===== src/rtl/ring_osc_freq_meter.sv =====
// Ring oscillator frequency meter: enables the oscillator, waits a settle interval,
// then counts synchronized rising edges of osc_in over a fixed window of clk cycles.
module ring_osc_freq_meter #(
    parameter int CNT_W         = 16,
    parameter int SETTLE_CYCLES = 16,
    parameter int GATE_CYCLES   = 1024
) (
    input  logic             clk,
    input  logic             rst_n,
    input  logic             start,
    input  logic             abort,
    input  logic             osc_in,
    output logic             osc_ena,
    output logic             busy,
    output logic [CNT_W-1:0] result,
    output logic             overflow,
    output logic             result_valid,
    input  logic             result_ready
);

    localparam int SW = $clog2(SETTLE_CYCLES + 1);
    localparam int GW = $clog2(GATE_CYCLES + 1);

    typedef enum logic [1:0] {IDLE, SETTLE, MEASURE, DONE} state_t;

    state_t           state, state_nxt;
    logic             s1, s2, s3;
    logic             edge_det;
    logic [SW-1:0]    settle_cnt;
    logic [GW-1:0]    gate_cnt;
    logic [CNT_W-1:0] edge_cnt, cnt_nxt;
    logic             ovf_acc, ovf_nxt, sat_hit;
    logic             settle_last, gate_last;

    // osc_in is asynchronous: two flops for metastability, a third for edge detect
    always_ff @(posedge clk or negedge rst_n) begin
        if (!rst_n) begin
            s1 <= 1'b0;
            s2 <= 1'b0;
            s3 <= 1'b0;
        end else begin
            s1 <= osc_in;
            s2 <= s1;
            s3 <= s2;
        end
    end

    assign edge_det    = s2 & ~s3;
    assign settle_last = (settle_cnt == SW'(SETTLE_CYCLES - 1));
    assign gate_last   = (gate_cnt == GW'(GATE_CYCLES - 1));

    // Saturating count; overflow records an edge that arrived with the counter full
    assign sat_hit = edge_det && (edge_cnt == {CNT_W{1'b1}});
    assign cnt_nxt = (edge_det && !sat_hit) ? edge_cnt + CNT_W'(1) : edge_cnt;
    assign ovf_nxt = ovf_acc | sat_hit;

    always_ff @(posedge clk or negedge rst_n) begin
        if (!rst_n) state <= IDLE;
        else        state <= state_nxt;
    end

    always_comb begin
        state_nxt = state;
        case (state)
            IDLE:    if (start) state_nxt = SETTLE;
            SETTLE:  if (abort) state_nxt = IDLE;
                     else if (settle_last) state_nxt = MEASURE;
            MEASURE: if (abort) state_nxt = IDLE;
                     else if (gate_last) state_nxt = DONE;
            DONE:    if (result_ready) state_nxt = IDLE;
            default: state_nxt = IDLE;
        endcase
    end

    // Decoded straight from the state register so osc_ena falls with the async reset
    assign osc_ena      = (state == SETTLE) || (state == MEASURE);
    assign busy         = osc_ena;
    assign result_valid = (state == DONE);

    always_ff @(posedge clk or negedge rst_n) begin
        if (!rst_n) begin
            settle_cnt <= '0;
            gate_cnt   <= '0;
            edge_cnt   <= '0;
            ovf_acc    <= 1'b0;
            result     <= '0;
            overflow   <= 1'b0;
        end else begin
            case (state)
                IDLE: if (start) begin
                    settle_cnt <= '0;
                    edge_cnt   <= '0;
                    ovf_acc    <= 1'b0;
                end
                SETTLE: begin
                    settle_cnt <= settle_cnt + SW'(1);
                    if (settle_last) gate_cnt <= '0;
                end
                MEASURE: begin
                    gate_cnt <= gate_cnt + GW'(1);
                    edge_cnt <= cnt_nxt;
                    ovf_acc  <= ovf_nxt;
                    if (gate_last && !abort) begin
                        result   <= cnt_nxt;
                        overflow <= ovf_nxt;
                    end
                end
                default: ;
            endcase
        end
    end

endmodule


===== config.mk =====
export PLATFORM = sky130hd
export DESIGN_NAME = ring_osc_freq_meter
export DESIGN_NICKNAME = d
export VERILOG_FILES = /design/src/rtl/ring_osc_freq_meter.sv
export SDC_FILE = /design/constraint.sdc
export NUM_CORES = 1
export LEC_CHECK = 0
export BUFFER_PORTS_ARGS = -buffer_cell sky130_fd_sc_hd__buf_2
export CAP_MARGIN = 0
export CORE_AREA = 3 3 93 95
export CTS_BUF_LIST = sky130_fd_sc_hd__clkbuf_16
export DETAILED_ROUTE_END_ITERATION = 6
export DIE_AREA = 0 0 96 98
export PLACE_DENSITY = 0.54
export REMOVE_ABC_BUFFERS = 1
export SYNTH_ARGS = -nofsm -noshare
export SYNTH_HDL_FRONTEND = slang
export SYNTH_SLANG_ARGS = --single-unit

===== constraint.sdc =====
create_clock -name clk -period 2.5 [get_ports clk]
set_clock_uncertainty 0.05 [all_clocks]
set_input_delay 0.25 -clock clk [delete_from_list [all_inputs] [get_ports clk]]
set_output_delay 0.25 -clock clk [all_outputs]
set_load 0.05 [all_outputs]

==> out/qor_table.md <==
| Group | Quantity | Value |
|---|---|---|
| run status | Status | complete, no violations |
| setup path | Top Family by Delay on Critical Path | compound AO/OA/AOI/OAI gates |
| finish | Count of fill cells added during filler insertion | 781 |
| drt | Post-route met1 wirelength | 3614 um |
| pwr | Power Density | 680.2 nW/um^2 |
| clock network | Clk sinks | 55 |
| setup path | Stage delay of the slowest cell on the critical path | 560 ps |
| floorplan | Ports | 26 |
| drt | Router iterations before antenna repair | 4 |
| global routing | Overflow left after global routing | 0 |
| floorplan | Full die area | 9408 sq um |
| floorplan | CORE AREA | 7807 sq um |
| drt | Antenna violation net count after detailed routing | 0 |
| setup path | Number of buffer and inverter stages on the critical path | 1 |
| setup path | Crit path required time | 2620 ps |
| synth | Distinct cell type count after synthesis | 50 |
| sta | Tmin final | 2239 ps |
| clock network | Max H-tree Level | 2 |
| drt | Routed via count divided by cell count | 5.722 |
| setup path | Worst Path Max Fanout | 7 |
| setup path | Source of the worst register-to-register timing path | edge_cnt[0] |
| place | Half-perimeter wire length after placement | 5429 um |
| setup path | Slowest cell on the critical path | sky130_fd_sc_hd__a2111oi_0 |
| global routing | Pin count of the biggest net entering global routing | 30 |
| clock network | Post-cts gate resize count | 0 |
| synth | Share of async-settable or async-resettable flops after synthesis | 1.000 |
| clock network | CTS Root Cell | sky130_fd_sc_hd__clkbuf_16 |
| synth | Post-Synthesis Cell Area | 3141 sq um |
| sta | Fmax achieved | 446.6 MHz |
| drt | Met2 Routed Length | 3611 um |
| finish | Area delta synth->final | 14.02% |
| hold path | Worst hold path class | in -> reg |
| hold path | Hold Startpoint | osc_in |
| synth | Synthesized area per cell | 9.210 sq um |
| sta | Unrepaired setup endpoints after global routing | no |
| global routing | Total track usage | 0.1679 |
| floorplan | Die W | 96 um |
| drt | Uppermost signal routing layer after detailed routing | met4 |
| global routing | Global-route wire length before repair | 12810 um |
| finish | Diode count | 0 |
| clock network | Post CTS Setup Buffer Count | 0 |
| sta | Count of final max-slew check failures | 0 |
| setup path | Worst flop-to-flop path endpoint | result[8] |
| synth | Dominant cells by area after synthesis | sky130_fd_sc_hd__dfrtp_1, sky130_fd_sc_hd__o21ai_0, sky130_fd_sc_hd__a31oi_1 |
| setup path | Worst setup slack for register-to-register paths | 260 ps |
| finish | Layout cells sized above 1 | 0.1541 |
| sta | Period utilization | 0.8956 |
| sta | Worst Max-Slew Pin Slew | 715.2 ps |
| clock network | Number of clock buffers inserted by TritonCTS | 5 |
| setup path | Type of the worst setup path | reg -> reg |
| drt | Routed wire length | 7595 um |
| sta | Post-route setup slack | 260.9 ps |
| sta | Finish-stage setup viols | 0 |
| clock network | TritonCTS clock tree | built |
| finish | Utilization of the core after routing | 0.4587 |
| hold path | End point of the most critical hold path | s1 |
| setup path | Capturing element type of the critical path | register |
| synth | FF+latch count, synth | 55 |
| pwr | Power consumption | 0.002436 W |
| place | Weighted congestion reported at the end of routability-driven placement | 0.8401 |
| synth | EDFF count, synth | 0 |
| synth | Gate count after technology mapping | 341 |
| drt | Wirelength per Cell | 16.09 um |
| sta | Worst rel slew slack | 0.5109 |
| synth | Share of the synthesized area in the top cell type | 0.4382 |
| place | Dpl ws | 293.3 ps |
| drt | DRC violations left | 0 |
| sta | Count of final hold-check violations | 0 |
| clock network | Clk pin slew, worst setup/hold paths | 70 ps |
| setup path | Worst Reg2Reg Path Length in Cells | 6 |
| floorplan | Row Count | 32 |
| finish | Most frequent standard cell in the layout excluding fill and tap cells | sky130_fd_sc_hd__dfrtp_1 |
| finish | Count of nets after finishing | 384 |
| global routing | Vias in the first global route | 2600 |
| setup path | Ordered list of cells on the worst path | ha_1 > nand3_1 > buf_4 > a2111oi_0 > mux2_2 > o21ai_0 |
| synth | Biggest area consumer among synthesized cells | sky130_fd_sc_hd__dfrtp_1 |
| synth | Register area share after synthesis | 0.4382 |
| finish | Footprint of the multi-input gates | 1643 sq um |
| pwr | Leak pwr | 1.548 nW |
| synth | Prevailing post-synth register cell | sky130_fd_sc_hd__dfrtp_1 |
| setup path | Data arrival time at the worst-slack endpoint | 2360 ps |
| finish | Area taken by flip-flops and latches | 1376 sq um |
| global routing | Number of antenna violations at the first check in global routing | 0 |
| place | Cell area reported after detailed placement | 3435 sq um |
| place | Buffers added on ports | 25 |
| drt | Sum of met3 wire segment lengths after detailed routing | 321 um |
| finish | Most frequent cells in the layout | sky130_fd_sc_hd__dfrtp_1, sky130_fd_sc_hd__o21ai_0, sky130_fd_sc_hd__nand2_1, sky130_fd_sc_hd__buf_2, sky130_fd_sc_hd__nor2_1 |
| floorplan | Starting density of the core | 0.4022 |
| sta | Setup_tns | 0 ps |
| clock network | Clock Path Buffers | 2 |
| drt | Vias | 2701 |
| hold path | Count of cells along the worst hold path | 1 |
| setup path | Critical path startpoint category | register |
| synth | Synthesis Warnings | 0 |
| floorplan | Die Ht | 98 um |
| run | Count of maximum capacitance violations | 0 |
| pwr | Highest ir drop seen on vdd | 0.7617 mV |
| finish | Final cell area excluding filler cells | 3581 sq um |
| drt | Violation count after the first detailed-routing iteration | 122 |
| clock network | Clock network latency to the later pin of the worst-skew pair | 290 ps |
synth_stat cells, types with 2 or more instances:
cell type and n:
sky130_fd_sc_hd__dfrtp_1 55, sky130_fd_sc_hd__o21ai_0 30, sky130_fd_sc_hd__nand2_1 28, sky130_fd_sc_hd__nor2_1 24
sky130_fd_sc_hd__a31oi_1 21, sky130_fd_sc_hd__nand3_1 18, sky130_fd_sc_hd__nand4_1 11, sky130_fd_sc_hd__or3_1 11
sky130_fd_sc_hd__a21oi_1 10, sky130_fd_sc_hd__clkbuf_1 10, sky130_fd_sc_hd__inv_1 10, sky130_fd_sc_hd__ha_1 9
sky130_fd_sc_hd__or4_1 9, sky130_fd_sc_hd__buf_2 8, sky130_fd_sc_hd__nand2b_1 7, sky130_fd_sc_hd__mux2i_1 6
sky130_fd_sc_hd__nor3_1 6, sky130_fd_sc_hd__o211ai_1 6, sky130_fd_sc_hd__o311ai_0 6, sky130_fd_sc_hd__nor4_1 5
sky130_fd_sc_hd__and2_1 4, sky130_fd_sc_hd__and3_1 4, sky130_fd_sc_hd__and4_1 4, sky130_fd_sc_hd__a22o_1 3
sky130_fd_sc_hd__o31ai_1 3, sky130_fd_sc_hd__or2_2 3, sky130_fd_sc_hd__xnor2_1 3, sky130_fd_sc_hd__a2bb2oi_1 2
sky130_fd_sc_hd__a31o_2 2, sky130_fd_sc_hd__a32o_1 2, sky130_fd_sc_hd__nand4_4 2
worst max-delay path by stage:
stage,cells past startpoint,startpoint,slack (ps),to
after global routing,5,edge_cnt[0],100,edge_cnt[14]
after CTS,5,edge_cnt[0],280,edge_cnt[14]
after floorplan,6,state[0],-1280,result[2]
after global placement,6,edge_cnt[0],390,result[8]
final,6,edge_cnt[0],260,result[8]
after detailed placement,5,edge_cnt[0],290,edge_cnt[14]
through the flow:
step                      cells  hold WS [ps]
final                       472         12.36
after detailed placement    463         275.4
after global placement      463         278.0
after floorplan             321        -95.59
after global routing        472         1.547
after CTS                   472         7.864
report_power, final:
part           internal (W)  switching [W]  leakage, nW
combinational      0.000250       0.000488        0.726
clock              0.000362       0.000315       0.0701
sequential         0.000957      0.0000639        0.752
per-layer routing:
layer  global-route usage  vias up
li1                     -     1348
met1               0.2373     1292
met2               0.2682       56
met4              0.03392        0
met3              0.03005        5
met5                    0        -
cells by family (layout without fill, tap and decap cells):
family	count (synthesis)	after routing	share of synthesized area
and+or+nand+nor	141	141	0.2538
AOI/OAI and AO/OA	96	96	0.2004
xor gates and xnor gates	3	3	0.008368
buffers and inverters	30	59	0.04064
adders and majority gates	9	9	0.03586
muxes	7	7	0.02271
DFF	55	55	0.4382
cell type report:
class / instances / share of cell area
clock buffer: 5 / 0.03494
clock inverter: 3 / 0.003145
tap: 102 / 0.03564
multi-input combinational: 256 / 0.4588
sequential: 55 / 0.3843
timing repair buffer: 41 / 0.07268
inverter: 10 / 0.01048
registers in the layout, indices dropped and copies added, names as in the netlist:
register / count
edge_cnt: 16
state: 2
gate_cnt: 11
s1: 1
ovf_acc: 1
overflow: 1
s2: 1
result: 16
s3: 1
settle_cnt: 5
what timing repair did:
item	in CTS	in global routing
hold endpoints to repair	26	0
hold buffers	1	0
setup endpoints to repair	0	0
Note: power is estimated with default switching activity, not from simulation.
